`config.mk`:
```
export PLATFORM = sky130hd
export DESIGN_NAME = trig_phase_hist
export DESIGN_NICKNAME = d
export VERILOG_FILES = /design/src/rtl/trig_phase_hist.sv
export SDC_FILE = /design/constraint.sdc
export NUM_CORES = 1
export LEC_CHECK = 0
export ABC_AREA = 1
export BUFFER_PORTS_ARGS = -buffer_cell sky130_fd_sc_hd__buf_2
export CORE_ASPECT_RATIO = 0.8
export CORE_UTILIZATION = 45
export CTS_CLUSTER_SIZE = 28
export DETAILED_ROUTE_END_ITERATION = 8
export GPL_ROUTABILITY_DRIVEN = 1
export PLACE_DENSITY = 0.76
export SLEW_MARGIN = 20
export SYNTH_ARGS = -nofsm -noshare
export SYNTH_HDL_FRONTEND = slang
export SYNTH_SLANG_ARGS = --single-unit
```
`constraint.sdc`:
```
create_clock -name clk_adc -period 3 [get_ports clk_adc]
set_input_delay 0.6 -clock clk_adc [delete_from_list [all_inputs] [get_ports clk_adc]]
set_output_delay 0.6 -clock clk_adc [all_outputs]
set_load 0.02 [all_outputs]
```
`src/rtl/trig_phase_hist.sv`:
```
// -----------------------------------------------------------------------------
// trig_phase_hist
//
// Trigger-phase histogrammer for the trigger board ADC clock domain.
// Once per measurement period (2^PERIOD_LOG2 cycles) an acquisition window of
// WINDOW_LEN cycles is opened. During the window, every trigger sample of each
// channel is counted into the bin selected by a free-running phase counter.
// The cycle after the window closes the histograms and per-channel lock flags
// are published. They hold until the next publish.
//
// Optional feature macro: TRIG_EDGE_EN
//   defined   : one count per rising edge of trig_in[c]
//   undefined : one count per cycle trig_in[c] is high
//
// Ports:
//   clk_adc    in   1                  sole clock, rising edge
//   nrst       in   1                  asynchronous active-low reset
//   trig_in    in   NCH                raw trigger levels (no synchroniser)
//   resethist  in   1                  synchronous restart of measurement
//   window     out  1                  high during acquisition cycles
//   done       out  1                  one-cycle pulse, new results valid
//   hist_out   out  NCH*NBINS*CW       channel c, bin b at (c*NBINS+b)*CW
//   lock       out  NCH                channel locked to a single bin
//   lock_bin   out  NCH*log2(NBINS)    locked bin per channel, 0 if unlocked
//   sat        out  NCH                some bin of the channel saturated
// -----------------------------------------------------------------------------
module trig_phase_hist #(
    parameter int NCH         = 4,
    parameter int NBINS       = 4,
    parameter int CW          = 8,
    parameter int PERIOD_LOG2 = 27,
    parameter int WINDOW_LEN  = 250,
    parameter int EXPECT_LO   = 54,
    parameter int EXPECT_HI   = 55
) (
    input  logic                           clk_adc,
    input  logic                           nrst,
    input  logic [NCH-1:0]                 trig_in,
    input  logic                           resethist,
    output logic                           window,
    output logic                           done,
    output logic [NCH*NBINS*CW-1:0]        hist_out,
    output logic [NCH-1:0]                 lock,
    output logic [NCH*$clog2(NBINS)-1:0]   lock_bin,
    output logic [NCH-1:0]                 sat
);

    localparam int BW = $clog2(NBINS);
    localparam int HW = NCH * NBINS * CW;
    localparam int NW = $clog2(NBINS + 1);

    localparam logic [CW-1:0]          CNT_MAX  = {CW{1'b1}};
    localparam logic [CW-1:0]          CNT_ONE  = CW'(1);
    localparam logic [CW-1:0]          BAND_LO  = CW'(EXPECT_LO);
    localparam logic [CW-1:0]          BAND_HI  = CW'(EXPECT_HI);
    localparam logic [PERIOD_LOG2-1:0] WIN_LAST = PERIOD_LOG2'(WINDOW_LEN - 1);
    localparam logic [PERIOD_LOG2-1:0] PCNT_MAX = {PERIOD_LOG2{1'b1}};

    typedef enum logic [1:0] {
        ST_ACQ  = 2'd0,
        ST_EVAL = 2'd1,
        ST_GAP  = 2'd2
    } state_t;

    // Bit offset of (channel, bin) inside the packed counter vector.
    function automatic int bin_base(input int ch, input int bin);
        return (ch * NBINS + bin) * CW;
    endfunction

    state_t                  state_q, state_d;
    logic [PERIOD_LOG2-1:0]  pcnt_q, pcnt_d;
    logic [BW-1:0]           ph_q, ph_d;
    logic [HW-1:0]           cnt_q, cnt_d;
    logic [NCH-1:0]          satf_q, satf_d;
    logic [NCH-1:0]          samp_s;

    logic                    window_q, window_d;
    logic                    done_q, done_d;
    logic [HW-1:0]           hist_q, hist_d;
    logic [NCH-1:0]          lock_q, lock_d;
    logic [NCH*BW-1:0]       lock_bin_q, lock_bin_d;
    logic [NCH-1:0]          sat_q, sat_d;

    logic [NCH-1:0]          lock_s;
    logic [NCH*BW-1:0]       lock_bin_s;
    logic [NW-1:0]           inband_n_s;
    logic [NW-1:0]           nonzero_n_s;
    logic [BW-1:0]           hit_bin_s;
    logic                    hit_nz_s;
    logic [CW-1:0]           bin_val_s;

`ifdef TRIG_EDGE_EN
    logic [NCH-1:0] prev_q, prev_d;

    // Previous trigger level; tracks every cycle so edges are seen at window start.
    always_comb begin
        if (resethist) begin
            prev_d = '0;
        end else begin
            prev_d = trig_in;
        end
    end

    // Previous-level register.
    always_ff @(posedge clk_adc or negedge nrst) begin
        if (!nrst) begin
            prev_q <= '0;
        end else begin
            prev_q <= prev_d;
        end
    end

    assign samp_s = trig_in & ~prev_q;
`else
    assign samp_s = trig_in;
`endif

    // Working histogram update: clear on restart or window entry, count during ACQ.
    always_comb begin
        cnt_d  = cnt_q;
        satf_d = satf_q;
        if (resethist) begin
            cnt_d  = '0;
            satf_d = '0;
        end else if ((state_q == ST_GAP) && (pcnt_q == PCNT_MAX)) begin
            cnt_d  = '0;
            satf_d = '0;
        end else if (state_q == ST_ACQ) begin
            for (int c = 0; c < NCH; c++) begin
                if (samp_s[c]) begin
                    if (cnt_q[bin_base(c, int'(ph_q)) +: CW] == CNT_MAX) begin
                        satf_d[c] = 1'b1;
                    end else begin
                        cnt_d[bin_base(c, int'(ph_q)) +: CW] =
                            cnt_q[bin_base(c, int'(ph_q)) +: CW] + CNT_ONE;
                        // Reaching the ceiling counts as saturating the bin.
                        if (cnt_q[bin_base(c, int'(ph_q)) +: CW] == (CNT_MAX - CNT_ONE)) begin
                            satf_d[c] = 1'b1;
                        end else begin
                            satf_d[c] = satf_q[c];
                        end
                    end
                end else begin
                    satf_d[c] = satf_q[c];
                end
            end
        end else begin
            cnt_d  = cnt_q;
            satf_d = satf_q;
        end
    end

    // Lock evaluation: exactly one bin in the expected band, all others empty.
    always_comb begin
        lock_s      = '0;
        lock_bin_s  = '0;
        inband_n_s  = '0;
        nonzero_n_s = '0;
        hit_bin_s   = '0;
        hit_nz_s    = 1'b0;
        bin_val_s   = '0;
        for (int c = 0; c < NCH; c++) begin
            inband_n_s  = '0;
            nonzero_n_s = '0;
            hit_bin_s   = '0;
            hit_nz_s    = 1'b0;
            for (int b = 0; b < NBINS; b++) begin
                bin_val_s = cnt_q[bin_base(c, b) +: CW];
                if (bin_val_s != '0) begin
                    nonzero_n_s = nonzero_n_s + NW'(1);
                end else begin
                    nonzero_n_s = nonzero_n_s;
                end
                if ((bin_val_s >= BAND_LO) && (bin_val_s <= BAND_HI)) begin
                    inband_n_s = inband_n_s + NW'(1);
                    hit_bin_s  = BW'(b);
                    hit_nz_s   = (bin_val_s != '0);
                end else begin
                    inband_n_s = inband_n_s;
                end
            end
            // The in-band bin may itself be the only nonzero one.
            if ((inband_n_s == NW'(1)) && (nonzero_n_s == NW'(hit_nz_s))) begin
                lock_s[c]             = 1'b1;
                lock_bin_s[c*BW +: BW] = hit_bin_s;
            end else begin
                lock_s[c]             = 1'b0;
                lock_bin_s[c*BW +: BW] = '0;
            end
        end
    end

    // Sequencer next state, free-running counters and publish logic.
    always_comb begin
        state_d    = state_q;
        pcnt_d     = pcnt_q + PERIOD_LOG2'(1);
        ph_d       = ph_q + BW'(1);
        done_d     = 1'b0;
        hist_d     = hist_q;
        lock_d     = lock_q;
        lock_bin_d = lock_bin_q;
        sat_d      = sat_q;
        if (resethist) begin
            state_d    = ST_ACQ;
            pcnt_d     = '0;
            ph_d       = '0;
            hist_d     = '0;
            lock_d     = '0;
            lock_bin_d = '0;
            sat_d      = '0;
        end else begin
            case (state_q)
                ST_ACQ: begin
                    if (pcnt_q == WIN_LAST) begin
                        state_d = ST_EVAL;
                    end else begin
                        state_d = ST_ACQ;
                    end
                end
                ST_EVAL: begin
                    state_d    = ST_GAP;
                    done_d     = 1'b1;
                    hist_d     = cnt_q;
                    lock_d     = lock_s;
                    lock_bin_d = lock_bin_s;
                    sat_d      = satf_q;
                end
                ST_GAP: begin
                    if (pcnt_q == PCNT_MAX) begin
                        state_d = ST_ACQ;
                    end else begin
                        state_d = ST_GAP;
                    end
                end
                default: begin
                    // Unreachable encoding: realign to a fresh period.
                    state_d = ST_ACQ;
                    pcnt_d  = '0;
                end
            endcase
        end
        window_d = (state_d == ST_ACQ);
    end

    // State, counters and registered outputs.
    always_ff @(posedge clk_adc or negedge nrst) begin
        if (!nrst) begin
            state_q    <= ST_ACQ;
            pcnt_q     <= '0;
            ph_q       <= '0;
            cnt_q      <= '0;
            satf_q     <= '0;
            window_q   <= 1'b1;
            done_q     <= 1'b0;
            hist_q     <= '0;
            lock_q     <= '0;
            lock_bin_q <= '0;
            sat_q      <= '0;
        end else begin
            state_q    <= state_d;
            pcnt_q     <= pcnt_d;
            ph_q       <= ph_d;
            cnt_q      <= cnt_d;
            satf_q     <= satf_d;
            window_q   <= window_d;
            done_q     <= done_d;
            hist_q     <= hist_d;
            lock_q     <= lock_d;
            lock_bin_q <= lock_bin_d;
            sat_q      <= sat_d;
        end
    end

    assign window   = window_q;
    assign done     = done_q;
    assign hist_out = hist_q;
    assign lock     = lock_q;
    assign lock_bin = lock_bin_q;
    assign sat      = sat_q;

endmodule

```
; Word level (Yosys, flattened, before mapping)
; Cells that the tools add are included.
[word_totals]
reg_bits = 309
input_bits = 7
out_inout_bits = 146
word_cells = 293
[classes]
n_addsub = 37
order_cmp = 32
n_eq_ne = 20
n_shift = 12
mux = 124
reduce_logical = 54
[ops]
columns = operator, count
row1 = $mux 128, 22
row2 = $bwmux 128, 4
row3 = $shift 8x33->128 const A, 4
row4 = $shiftx 8x33->128, 4
row5 = $shiftx 128x9->8, 2
row6 = $ge 8x6->1 const B, 16
row7 = $le 8x6->1 const B, 16
row8 = $reduce_bool 8->1, 16
row9 = $shiftx 128x6->8, 1
row10 = $shiftx 128x8->8, 1
row11 = $neg 32->33, 3
row12 = $add 3x1->3 const B, 24
row13 = $mux 3, 24
row14 = $eq 8x8->1 const B, 8
row15 = $mux 27, 2
row16 = $mux 1, 47
row17 = $neg 5->33, 1
row18 = $add 8x1->8 const B, 4
row19 = $mux 2, 15
row20 = $mux 4, 7
row21 = $add 27x1->27 const B, 1
row22 = $eq 27x27->1 const B, 1
row23 = $eq 27x8->1 const B, 1
row24 = $logic_and 1x1->1, 21
row25 = 15 further kinds, 34

; Depth between registers and ports, before layout
[logic_depth]
ltp_word = 27
mapped_depth = 21
ltp_nobuf = 18

; Worst setup path after synthesis
; OpenSTA, ideal clock, no wires.
[synth_path]
path_kind = reg2reg
start = reg ph_q[0]
end = reg cnt_q[97]
setup_ns = 0.117
arrival_ns = 2.913
t_required_ns = 2.883
slack_ns = -0.031
path_stages_with_launch = 19
path_buffers = 7
period_less_slack_ns = 3.031
path_cell_list = dfrtp_1 > inv_2 > buf_6 > buf_6 > buf_6 > buf_6 > clkbuf_1 > ha_1 > clkbuf_1 > inv_1 > nor2_1 > inv_1 > nor2_2 > nand2_1 > buf_2 > o211ai_1 > nand2_1 > nand2_1 > nand2_1
[synth_via]
elab_chain_cells = 27
word_cells_on_any_way = 51
classes_between = add/sub: 11 / eq/ne: 4 / shift: 12 / mux: 24
[synth_lines]
columns = item, line_no
row1 = "start, declared", 72  ; logic [BW-1:0] ph_q, ph_d;
row2 = "start signal, assigned", 262  ; ph_q <= ph_d;
row3 = $shiftx 128x6->8, "131, 135"
row4 = $add 8x1->8, 135  ; cnt_q[bin_base(c, int'(ph_q)) +: CW] + CNT_ONE;
row5 = $shiftx 8x33->128, 134  ; cnt_d[bin_base(c, int'(ph_q)) +: CW] =
row6 = $bwmux 128, 134
row7 = $mux 128, 131  ; if (cnt_q[bin_base(c, int'(ph_q)) +: CW] == CNT_MAX) begin
row8 = $mux 128, 130  ; if (samp_s[c]) begin
row9 = $mux 128, 128  ; end else if (state_q == ST_ACQ) begin
row10 = $mux 128, 125  ; end else if ((state_q == ST_GAP) && (pcnt_q == PCNT_MAX)) begin
row11 = [11 not listed], n/a
row12 = $mux 128, 125
row13 = $mux 128, 122  ; if (resethist) begin
row14 = $bwmux 128, 134
row15 = $mux 128, 131
row16 = $mux 128 *, 130
row17 = $mux 128 *, 128
row18 = $mux 128 *, 125
row19 = $mux 128 *, 122
row20 = "end signal, assigned", 263  ; cnt_q <= cnt_d;
row21 = "end, declared", 73  ; logic [HW-1:0] cnt_q, cnt_d;
; Every way passes the cells marked *; elsewhere a longest branch is shown, timed or not. The select of a mux whose other input is x is not followed.
; A chain may end at the register's enable or synchronous reset.

; Final worst setup path
[layout_path]
start = reg cnt_q[110]
end = reg lock_bin_q[6], in the netlist lock_bin[6]
[layout_via]
elab_chain_cells = 12
word_cells_on_any_way = 26
classes_between = add/sub: 4 / order compare: 2 / eq/ne: 2 / mux: 15 / reduce/logical: 3
[layout_lines]
columns = item, line_no
row1 = $ge 8x6->1 / $le 8x6->1 (equally long branches), 174  ; if ((bin_val_s >= BAND_LO) && (bin_val_s <= BAND_HI)) begin
row2 = $logic_and 1x1->1, 174
row3 = $mux 3, 174
row4 = $add 3x1->3, 175  ; inband_n_s = inband_n_s + NW'(1);
row5 = $mux 3, 174
row6 = $add 3x1->3, 175
row7 = $mux 3, 174
row8 = $eq 3x1->1, 183  ; if ((inband_n_s == NW'(1)) && (nonzero_n_s == NW'(hit_nz_s))) begin
row9 = $logic_and 1x1->1, 183
row10 = $mux 2 *, 183
row11 = $mux 8 *, 212  ; case (state_q)
row12 = $mux 8 *, 203  ; if (resethist) begin
row13 = "end signal, assigned", 269  ; lock_bin_q <= lock_bin_d;
row14 = "end, declared", 81  ; logic [NCH*BW-1:0] lock_bin_q, lock_bin_d;
; Marked as above.

==> results by group <==
Hold path
  • Worst Hold Class: primary input to asynchronous set/reset pin

Finish
  • Storage cell area: 0.00774 sq mm
  • Layout Cells excl Fill: 3492
  • Layout cells sized above 1: 0.140
  • Fillcell total: 4051
  • # nets final: 2973
  • Layout area overhead: 17.3%
  • Area occupied by multi-input gates: 0.00971 sq mm
  • Finished Core Util: 0.541
  • Ant. Diodes: 0

Placed design
  • Placed Cells: 3429
  • GPL Wtd Cong: 1.07
  • PortBufs: 152
  • Placed wire-length estimate: 56.6 mm
  • Placement Setup Slack: -0.0220 ns

Floorplanning
  • Die height: 186 microns
  • Initial Utilization: 0.461
  • Die X: 231 microns
  • Die Area: 0.0430 sq mm
  • Core Box Area: 0.0411 sq mm
  • Placement Rows: 66
  • I/O Pins: 153

Logic synthesis
  • Multiplexer share of the synthesized area: 0
  • Largest family of logic cells by synthesized area: simple AND/OR/NAND/NOR gates
  • Share of Yosys cell area claimed by the top area cell type: 0.406
  • Syn_nets: 2769
  • Synthesized area: 0.0190 sq mm
  • Most instantiated library cell after synthesis: nand2_1
  • Most used DFF post-synth: dfrtp_1
  • Most frequent cells after synthesis: nand2_1 (911), dfrtp_1 (308), inv_1 (266), nor2_1 (227), o21ai_0 (217)
  • Area share of and/or/nand/nor cells after synthesis: 0.340
  • Seq/Total Area, Yosys: 0.408
  • Top cells by area, synth: dfrtp_1 (41%), nand2_1 (18%), o21ai_0 (5.7%)
  • Async SR Flop Fraction: 1.00
  • Yosys top cell by area: dfrtp_1
  • Seq cells post-synth: 309
  • Mapped Cells: 2720
  • EDFF count, synth: 0
  • Mapped Avg Cell Area: 6.97 sq um
  • Area fraction in compound gates after synthesis: 0.126
  • Post-Synth XOR/XNOR Area: 0.0148
  • Yosys warning total: 0
  • Yosys cell types: 47
  • Synth Area in Adders: 0.0277

Power
  • Sequential share of power: 0.386
  • NetSw: 0.00355 W
  • Leakage: 11.2 nW
  • Int Pwr: 0.00772 W
  • Clk pwr share: 0.417
  • Sw Share: 0.315
  • Power Dens Cells: 507 mW/mm^2
  • Comb pwr share: 0.197
  • Peak VDD IR: 398 uV

Clocking
  • Num CTS Buffers: 35
  • Cts hold-fix bufs: 0
  • H-tree depth: 2
  • CTS tree: yes
  • Worst skew pair latency: 0.57 ns
  • Root buffer cell: clkbuf_16
  • Clock sinks: 309
  • Clock-pin slew on the worst setup and hold paths: 0.06 ns
  • CTS max path bufs: 3

Worst setup path
  • Worst EP required: 3.48 ns
  • Element type at the critical path start: flip-flop
  • Worst EP arrival: 3.31 ns
  • CP Class: flip-flop to flip-flop
  • CP Max Fanout: 3
  • Worst setup EP type: flip-flop

STA
  • Fin crit period: 2.83 ns
  • Worst Max-Slew Pin Slew: 0.965 ns
  • Setup Skew: 0.0240 ns
  • Post-route setup slack: 0.170 ns
  • Final Hold Violating Endpoints: 0
  • Rel. slew slack: 0.357
  • Final period util: 0.943
  • Maximum achievable frequency: 353 MHz
  • Final Slew Violations: 0
  • Setup violators final: 0
  • Hold Slack: 0.0507 ns

Route
  • DRC viols: 0
  • Vias: 20000
  • Total iterations of the first detailed-routing run: 7
  • Wirelength per Cell: 21.3 microns
  • Via density: 5.73
  • Total wire length: 74.2 mm
  • ANT nets after route: 0
  • Initial DRC count: 2534

GRT
  • Largest net degree at the start of global routing: 77
  • Global-route usage over all layers: 0.347
  • Vias in the first global route: 18700
  • Total global routing overflow: 0
  • Antenna violations before repair: 4
  • First-pass GRT wire length: 113 mm

Status
  • Status: complete, no violations

Job
  • Maxcap violations: 0
-- power by group through the flow --
stage / logic, W / registers [W] / clock network (W)
3_5_place_dp: 0.00213 / 0.00442 / 0
2_1_floorplan: 0.00127 / 0.00438 / 0
4_1_cts: 0.00215 / 0.00435 / 0.00476
3_3_place_gp: 0.00211 / 0.00442 / 0
5_1_grt: 0.00239 / 0.00436 / 0.00491
6_report: 0.00222 / 0.00435 / 0.00470
-- cell usage in the layout, fill, tap and decap left out, types with 4 or more instances in the layout --
cell	n
o211ai_1	43
nor2_1	223
buf_12	12
dfrtp_2	4
nor2_2	19
nand2_1	911
inv_1	265
nand3_1	215
o21ai_0	215
nand2_4	4
nand4_1	51
inv_2	19
inv_6	4
nor4_1	18
clkbuf_8	7
bufinv_16	6
a21oi_1	91
nand3_2	4
nor2_4	12
buf_2	151
xnor2_1	7
a31oi_1	4
o21ai_1	29
nor3_2	4
o21ai_2	4
nor3_1	38
o22ai_1	5
clkbuf_1	5
nand2_2	9
a211oi_1	8
buf_4	106
xor2_1	24
ha_1	42
a22o_1	17
dfrtp_1	304
clkbuf_16	35
-- sequential cells by signal, summed over array words and instances, names as in the netlist --
name and cells:
ph_q 2, satf_q 4, window 1, cnt_q 128
hist_out 128, pcnt_q 27, lock_bin 8, done 1
state_q 2, sat 4, lock 4
-- per-stage QoR --
stage | power, W | instance area, sq um | setup TNS [ns]
global placement | 0.00653 | 20900 | 0
CTS | 0.0112 | 22200 | 0
floorplan | 0.00565 | 19000 | 0
global route | 0.0117 | 22200 | -0.00190
finish | 0.0113 | 22200 | 0
detailed placement | 0.00655 | 20900 | -0.0374
-- worst paths after layout --
kind,startpoint,endpoint,slack [ns],cells past startpoint
worst max-delay path,cnt_q[110],lock_bin[6],0.17,18
worst min-delay path,nrst,lock_bin[7],0.05,1
worst max register to register,cnt_q[110],lock_bin[6],0.17,18
worst min register to register,hist_out[118],hist_out[118],0.48,2
max in group asynchronous,nrst,cnt_q[6],2.12,2
min in group clk_adc,resethist,ph_q[1],0.39,2
-- final cells by class --
cell class,instances,area share
multi-input combinational,2022,0.437
inverter,286,0.0484
clock buffer,47,0.0445
timing repair buffer,270,0.0812
sequential,309,0.348
clock inverter,14,0.0109
tap,544,0.0306
-- kinds of logic (layout without fill, tap and decap cells) --
| group | count (synthesis) | after routing |
|---|---|---|
| and+or+nand+nor | 1520 | 1520 |
| DFF | 309 | 309 |
| buffers and inverters | 389 | 617 |
| xor gates and xnor gates | 32 | 32 |
| AOI/OAI and AO/OA | 428 | 428 |
| adders and majority gates | 42 | 42 |
-- critical path, cell delays in order, from the launching register on --
cell and delay (ns):
dfrtp_2 0.42, nor2_2 0.17, nand3_2 0.11, nor4_4 0.29
buf_4 0.18, inv_1 0.05, ha_1 0.33, inv_1 0.07
nand2_1 0.06, nand2_1 0.09, inv_1 0.04, ha_1 0.27
nor2_1 0.11, nand2_1 0.06, o21ai_0 0.07, nand3_1 0.11
nor2_1 0.10, nand2_1 0.09, o21ai_1 0.14
-- metal layers --
metal  routed length (microns)  up-vias  track usage
met5                        34        -            0
met4                      2960        6        0.142
met3                      7680      184       0.0764
met2                     31200     1075        0.506
met1                     32400     9505        0.494
li1                          -     9246            -
-- what timing repair did --
action / in CTS / in global routing
resized for setup: 1 / 13
cloned: 0 / 0
pin swaps: 0 / 2
buffers inserted: 0 / 2
setup endpoints to repair: 2 / 15
No activity file was read; power rests on OpenSTA's default activity.
